===== src/rtl/dxm_cdc_tx_if.sv =====
// Source-side bundle of the four-phase req/ack crossing: local valid/ready input
// plus the registered crossing outputs, the async ack, and status flags.
interface dxm_cdc_tx_if #(
  parameter int DATA_W = 32
);
  logic              in_valid;
  logic              in_ready;
  logic [DATA_W-1:0] in_data;
  logic              cdc_req;
  logic [DATA_W-1:0] cdc_data;
  logic              cdc_ack;
  logic              done;
  logic              err;

  modport master (
    output in_valid, in_data, cdc_ack,
    input  in_ready, cdc_req, cdc_data, done, err
  );

  modport slave (
    input  in_valid, in_data, cdc_ack,
    output in_ready, cdc_req, cdc_data, done, err
  );
endinterface


===== src/rtl/dxm_cdc_tx.sv =====
// Four-phase CDC transmitter: loads a word, raises cdc_req a cycle later, retires on synced ack.
// in_ready only in IDLE, so a new word waits until the whole req/ack cycle has retired.
module dxm_cdc_tx #(
  parameter int DATA_W      = 32,
  parameter int SYNC_STAGES = 2,   // legal range 2..4
  parameter int TIMEOUT     = 255  // 0 disables the watchdog
) (
  input  logic        clk,
  input  logic        rst_n,
  dxm_cdc_tx_if.slave bus
);

  localparam int CNT_W = (TIMEOUT > 1) ? $clog2(TIMEOUT + 1) : 1;
  localparam logic [CNT_W-1:0] TMO = CNT_W'(TIMEOUT);

  typedef enum logic [1:0] {IDLE, SETUP, REQ, REL} state_t;

  state_t                 state, state_d;
  logic [SYNC_STAGES-1:0] sync;
  logic                   ack_s;
  logic [DATA_W-1:0]      data_q;
  logic                   load;
  logic                   req_q, req_d;
  logic                   done_q, done_d;
  logic                   err_q, err_d;
  logic [CNT_W-1:0]       cnt, cnt_d;

  assign ack_s = sync[SYNC_STAGES-1];

  always_ff @(posedge clk or negedge rst_n) begin
    if (!rst_n) sync <= '0;
    else        sync <= {sync[SYNC_STAGES-2:0], bus.cdc_ack};
  end

  always_comb begin
    state_d = state;
    load    = 1'b0;
    req_d   = req_q;
    done_d  = 1'b0;
    err_d   = err_q;
    cnt_d   = cnt;
    case (state)
      IDLE:  if (bus.in_valid) begin
               load    = 1'b1;
               state_d = SETUP;
             end
      SETUP: begin
               req_d   = 1'b1;
               state_d = REQ;
             end
      REQ:   if (ack_s) begin
               req_d   = 1'b0;
               state_d = REL;
             end
      REL:   if (!ack_s) begin
               done_d  = 1'b1;
               state_d = IDLE;
             end
      default: state_d = IDLE;
    endcase
    // An ack seen before the request is up means the receiver is out of step.
    if (ack_s && (state == IDLE || state == SETUP)) err_d = 1'b1;
    if (state_d != state) begin
      cnt_d = '0;
    end else if ((state == REQ || state == REL) && cnt != TMO) begin
      cnt_d = cnt + CNT_W'(1);
      if (TIMEOUT != 0 && cnt_d == TMO) err_d = 1'b1;
    end
  end

  always_ff @(posedge clk or negedge rst_n) begin
    if (!rst_n) begin
      state  <= IDLE;
      req_q  <= 1'b0;
      done_q <= 1'b0;
      err_q  <= 1'b0;
      cnt    <= '0;
      data_q <= '0;
    end else begin
      state  <= state_d;
      req_q  <= req_d;
      done_q <= done_d;
      err_q  <= err_d;
      cnt    <= cnt_d;
      if (load) data_q <= bus.in_data;
    end
  end

  assign bus.in_ready = (state == IDLE);
  assign bus.cdc_req  = req_q;
  assign bus.cdc_data = data_q;
  assign bus.done     = done_q;
  assign bus.err      = err_q;

endmodule


===== src/flat_wrapper.sv =====
// flat-port wrapper written by rule: the top's interface ports become plain ports
module dxm_cdc_tx_flat 
#(
  parameter int DATA_W      = 32,
  parameter int SYNC_STAGES = 2,                      
  parameter int TIMEOUT     = 255                            
)
  (clk, rst_n, bus_in_valid, bus_in_data, bus_cdc_ack, bus_in_ready, bus_cdc_req, bus_cdc_data, bus_done, bus_err);
  dxm_cdc_tx_if #(.DATA_W(DATA_W)) bus_i ();
  input  logic clk;
  input  logic rst_n;
  input wire logic [$bits(bus_i.in_valid)-1:0] bus_in_valid;
  input wire logic [$bits(bus_i.in_data)-1:0] bus_in_data;
  input wire logic [$bits(bus_i.cdc_ack)-1:0] bus_cdc_ack;
  output wire logic [$bits(bus_i.in_ready)-1:0] bus_in_ready;
  output wire logic [$bits(bus_i.cdc_req)-1:0] bus_cdc_req;
  output wire logic [$bits(bus_i.cdc_data)-1:0] bus_cdc_data;
  output wire logic [$bits(bus_i.done)-1:0] bus_done;
  output wire logic [$bits(bus_i.err)-1:0] bus_err;
  assign bus_i.in_valid = bus_in_valid;
  assign bus_i.in_data = bus_in_data;
  assign bus_i.cdc_ack = bus_cdc_ack;
  assign bus_in_ready = bus_i.in_ready;
  assign bus_cdc_req = bus_i.cdc_req;
  assign bus_cdc_data = bus_i.cdc_data;
  assign bus_done = bus_i.done;
  assign bus_err = bus_i.err;
  dxm_cdc_tx #(.DATA_W(DATA_W), .SYNC_STAGES(SYNC_STAGES), .TIMEOUT(TIMEOUT)) u_core (.clk(clk), .rst_n(rst_n), .bus(bus_i));
endmodule

===== config.mk =====
export PLATFORM = sky130hd
export DESIGN_NAME = dxm_cdc_tx_flat
export DESIGN_NICKNAME = d
export VERILOG_FILES = /design/src/rtl/dxm_cdc_tx_if.sv /design/src/rtl/dxm_cdc_tx.sv /design/src/flat_wrapper.sv
export SDC_FILE = /design/constraint.sdc
export NUM_CORES = 1
export LEC_CHECK = 0
export ABC_AREA = 1
export CELL_PAD_IN_SITES_DETAIL_PLACEMENT = 0
export CELL_PAD_IN_SITES_GLOBAL_PLACEMENT = 2
export CORE_MARGIN = 3
export CORE_UTILIZATION = 25
export CTS_CLUSTER_SIZE = 28
export DETAILED_ROUTE_END_ITERATION = 10
export GPL_TIMING_DRIVEN = 0
export PLACE_DENSITY_LB_ADDON = 0.1
export SYNTH_ARGS = -nofsm -noshare
export SYNTH_HDL_FRONTEND = slang
export SYNTH_SLANG_ARGS = --single-unit

===== constraint.sdc =====
create_clock -name clk -period 1.7 [get_ports clk]
set_clock_uncertainty 0.1 [all_clocks]
set_input_delay 0.255 -clock clk [delete_from_list [all_inputs] [get_ports clk]]
set_output_delay 0.255 -clock clk [all_outputs]
set_load 0.005 [all_outputs]

Word level (Yosys, flattened, before mapping)
Index checks and enable logic that the tools add are counted.
Storage, ports and cells
  flip-flop bits (word level): 47
  input port bits: 36
  output and inout bits: 36
Cells by class
  $add $sub $neg: 1
  equal/unequal tests: 7
  mux-type cells: 16
  reduce and logical (&&, ||, !) cells: 8
Operators with widths (count)
  8-bit 2-to-1 mux: 2
  1-bit 2-to-1 mux: 9
  8-bit by 1-bit adder with 8-bit output, second input constant: 1
  8-bit == test, second input constant: 1
  8-bit != test, second input constant: 1
  2-bit case mux with 4 select lines: 1
  2-bit 2-to-1 mux: 3
  2-bit == test, second input constant: 2
  2-bit nonzero test: 2
  2-bit by 1-bit == test with 1-bit output, second input constant: 1
  1-bit logical AND: 2
  2-bit zero test: 1
  1-bit logical OR: 2
  2-bit by 1-bit != test with 1-bit output, second input constant: 1
  2-bit != test: 1
  1-bit case mux with 2 select lines: 1
  2-bit AND reduction: 1

Logic depth before layout (Yosys ltp)
  depth in word-level cells: 7
  gate-level depth with buffers: 9
  depth with buffers taken out: 9

Least setup slack after synthesis
OpenSTA, ideal clock, no wires.
  path kind: register to register
  start: reg u_core.cnt[1]
  end: reg u_core.cnt[0]
  setup time: 0.076 ns
  arrival: 1.207 ns
  data required time: 1.524 ns
  setup slack: 0.316 ns
  stages on the path, launching flop included: 8
  clock period less this slack: 1.384 ns
  cells stage by stage: dfrtp_1 -> ha_1 -> nand2_1 -> inv_1 -> nand2_1 -> o21ai_4 -> nand2_2 -> o21ai_1
Between the ends
  cells in the longest elaborated chain, start to end: 3
Ends and longest elaborated chain
  from (decl): RTL line dxm_cdc_tx.sv:26  | logic [CNT_W-1:0] cnt, cnt_d;
  from (signal assigned): RTL line dxm_cdc_tx.sv:84  | cnt <= cnt_d;
  8-bit != test: RTL line dxm_cdc_tx.sv:65  | end else if ((state == REQ || state == REL) && cnt != TMO) begin
  1-bit logical AND: RTL line dxm_cdc_tx.sv:65
  2-bit nonzero test (no source line)
No other way between the ends.
A chain may end at the register's enable or synchronous reset.

Final worst setup path
Same ends and word-level chain as after synthesis.

==> metrics.md <==
| Metric | Value |
|---|---|
| Outcome | complete, no violations |
| Ys async rst share | 100.0% |
| CTS buffer count | 5 |
| R2R Setup Slk | approximately 0.12 ns |
| Initial antenna violation count | 0 |
| TritonRoute pass-1 iters | 4 |
| Seq cells post-synth | between 40 and 50 |
| Full die area | 9123 sq um |
| Final min period | 1.577 ns |
| Most frequent cells in the layout | clkdlybuf4s50_1 (69), dfrtp_1 (46), mux2_2 (32) |
| Die Wd | 95.52 um |
| Hold Vio Cnt, Final | 0 |
| Slowest CP cell | dfrtp_1 |
| Syn Inst Count | 161 |
| Synthesized Nets | approximately 200 |
| Share of layout cells above drive strength 1 | between 20% and 30% |
| Total length of routed wires | around 4700 um |
| Synth Flop Type | dfrtp_1 |
| Total track usage | 11.31% |
| Slew of the pin with the lowest slew margin | 0.5760 ns |
| Setup TNS | 0 ns |
| TritonCTS clock tree | built |
| Simple-Gate Fraction of Synth Area | 12.49% |
| Initial core utilization | 25.79% |
| RSZ-0062 raised after global routing | no |
| Port bufs | 71 |
| Crit path kind | reg2reg |
| CP Data Required Time | approximately 1.8 ns |
| Vias in the first global route | 1,595 |
| Setup crit start kind | register |
| Final Max Slew Viols | 0 |
| Final setup viols | 0 |
| Vias | between 1,000 and 1,500 |
| Clk_lat worst skew | ~0.3 ns |
| Fill cells | between 800 and 900 |
| Chip height | 95.52 um |
| Peak supply drop | 672.5 uV |
| Number of synthesized flops with an enable pin | 0 |
| DR iter-0 viols | 48 |
| Placed cell area | between 2000 and 3000 sq um |
| Vias/cell | 4.221 |
| Post-synthesis mux area share | around 18% |
| CP arrival | 1.70 ns |
| Core Area | 7767 sq um |
| Seq/Total Area, Yosys | 58.71% |
| Reg clk slew, reported paths | roughly 0.090 ns |
| MaxCap Viol Count | 0 |
| Syn avg cell area | 12.44 sq um |
| GRT Residual Overflow | 0 |
| Hold_ws | 0.2593 ns |
| # diodes | 0 |
| Leakage | 0.001252 uW |
| R2r worst-path depth | 7 |
| CP Max Fanout | 7 |
| Hold Crit Endpoint | u_core.sync[1] |
| Largest family of logic cells by synthesized area | multiplexers |
| Commonest non-fill, non-tap cell in the layout | clkdlybuf4s50_1 |
| Post-route clock period utilization | 92.76% |
| Min-delay worst type | reg2reg |
| Ports | 72 |
| Placed wire-length estimate | roughly 3500 um |
| Min setup slack post-route | approximately 0.12 ns |
| Post-synthesis compound-gate area fraction | 5.621% |
| Clock tree sinks | 47 |
| Synth cell types | 21 |
| Design Area, Final | 2997 sq um |
| Cell mode on critical path | nand2_2 |
| Yosys Warn Count | 0 |
| Mapped cell area | 2003 sq um |
| Rows | 32 |
| First-pass GRT wire length | 7852 um |
| Synthesis-to-layout area growth | 49.59% |
| Total Nets Final | 284 |
| CP endpoint kind | register |
| Root Buffer | clkbuf_8 |
| CP peak stage delay | just over 0.4 ns |
| Worst Setup SP | u_core.cnt[1] |
| Critical path, cell by cell | ha_2, nand2_2, inv_2, nand2_2, o21ai_4, nand2_2, o21ai_1 |
| RR Startpoint | u_core.cnt[1] |
| Power density over the cells | about 1500 nW/um^2 |
| Hold Path Stages | 0 |
| Drt wl/cell | 13.53 um |
| Hold_sp | u_core.sync[0] |
| Largest net degree at the start of global routing | 25 |
| H-tree Lvls | 2 |
| Max_slew headroom | 61.60% |
| # DRC | 0 |
| Xor/xnor share of the synthesized area | 0% |
| RR Endpoint | u_core.cnt[0] |
| Adder-cell share of the synthesized area | 1.249% |
| Clk buf depth | 2 |
| Fmax | 634.2 MHz |
| Antenna-violating nets left | 0 |
| Dpl ws | 0.05248 ns |
| Placer Congestion | 0.6972 |
worst max-delay path by stage:
| stage | to | cells past startpoint | slack (ns) |
|---|---|---|---|
| 6_report | u_core.cnt[0] | 7 | 0.12 |
| 5_1_grt | u_core.cnt[0] | 7 | 0.005 |
| 4_1_cts | bus_in_ready | 2 | 0.007 |
| 3_5_place_dp | u_core.cnt[0] | 7 | 0.05 |
| 3_3_place_gp | u_core.bus.cdc_data[22] | 1 | -1.30 |
| 2_1_floorplan | u_core.cnt[0] | 7 | 0.32 |
area by class of cell:
type | instances | area [sq um] | share of cell area, %
repair buffers | 78 | 775.7 | 25.89
clock buffers | 7 | 76.32 | 2.547
well taps | 102 | 127.6 | 4.259
clock inverters | 1 | 5.005 | 0.1670
flip-flops and latches | 47 | 1177 | 39.29
inverters | 10 | 37.54 | 1.253
plain buffers | 3 | 41.29 | 1.378
multi-input cells | 101 | 755.7 | 25.22
sequential cells by signal (all words and copies together) (netlist names):
signal and cells:
u_core.cnt 8, u_core.bus.cdc_req 1, u_core.bus.cdc_data 32, u_core.bus.err 1, u_core.bus.done 1, u_core.sync 2, u_core.state 2
critical path: cells and delay by family (launching register included):
family / cells / cell delay (ns)
compound gates: 2 / 0.39
fa+ha+maj: 1 / 0.23
buf+inv: 1 / 0.09
flops: 1 / 0.41
simple gates: 3 / 0.27
power by group:
group          total [uW]  internal [uW]  switching [uW]
logic                1920           1260             659
registers            1800           1570             235
clock network         668            290             378
total                4390           3120            1270
through the flow:
stage               utilization [%]  total power, uW  std cells
floorplan                         -             2581        161
global placement              36.58             3711        334
detailed placement            36.78             3709        335
CTS                           38.26             4454        347
global route                  38.58             4721        349
finish                        38.58             4389        349
cells by family after synthesis:
logic type / Yosys count
simple gates: 50
buf+inv: 13
mux: 32
flops: 47
compound gates: 17
fa+ha+maj: 2
synthesized netlist by cell type, types with 3 or more instances:
library cell,n,share of area (%)
dfrtp_1,47,59
nand2_1,21,3.9
clkbuf_8,3,2.1
inv_1,10,1.9
nand2_2,3,0.94
o21ai_1,7,1.7
mux2_2,32,18
a21oi_1,3,0.75
nand3_1,14,3.5
nor2_1,6,1.1
timing repair:
item	4_1_cts	5_1_grt
hold endpoints to repair	23	0
hold buffers	1	0
gates cloned	0	0
pin swaps	1	3
gates resized for setup	1	5
buffers inserted	3	2
endpoints found under the setup margin	1	9
routing by layer:
metal,up-vias,track usage (%),share of wire [%]
met2,45,18.48,48
li1,717,-,-
met5,-,0,0
met4,0,3.910,1.0
met1,706,13.89,44
met3,5,3.867,7.4
Note: power is estimated with default switching activity, not from simulation.
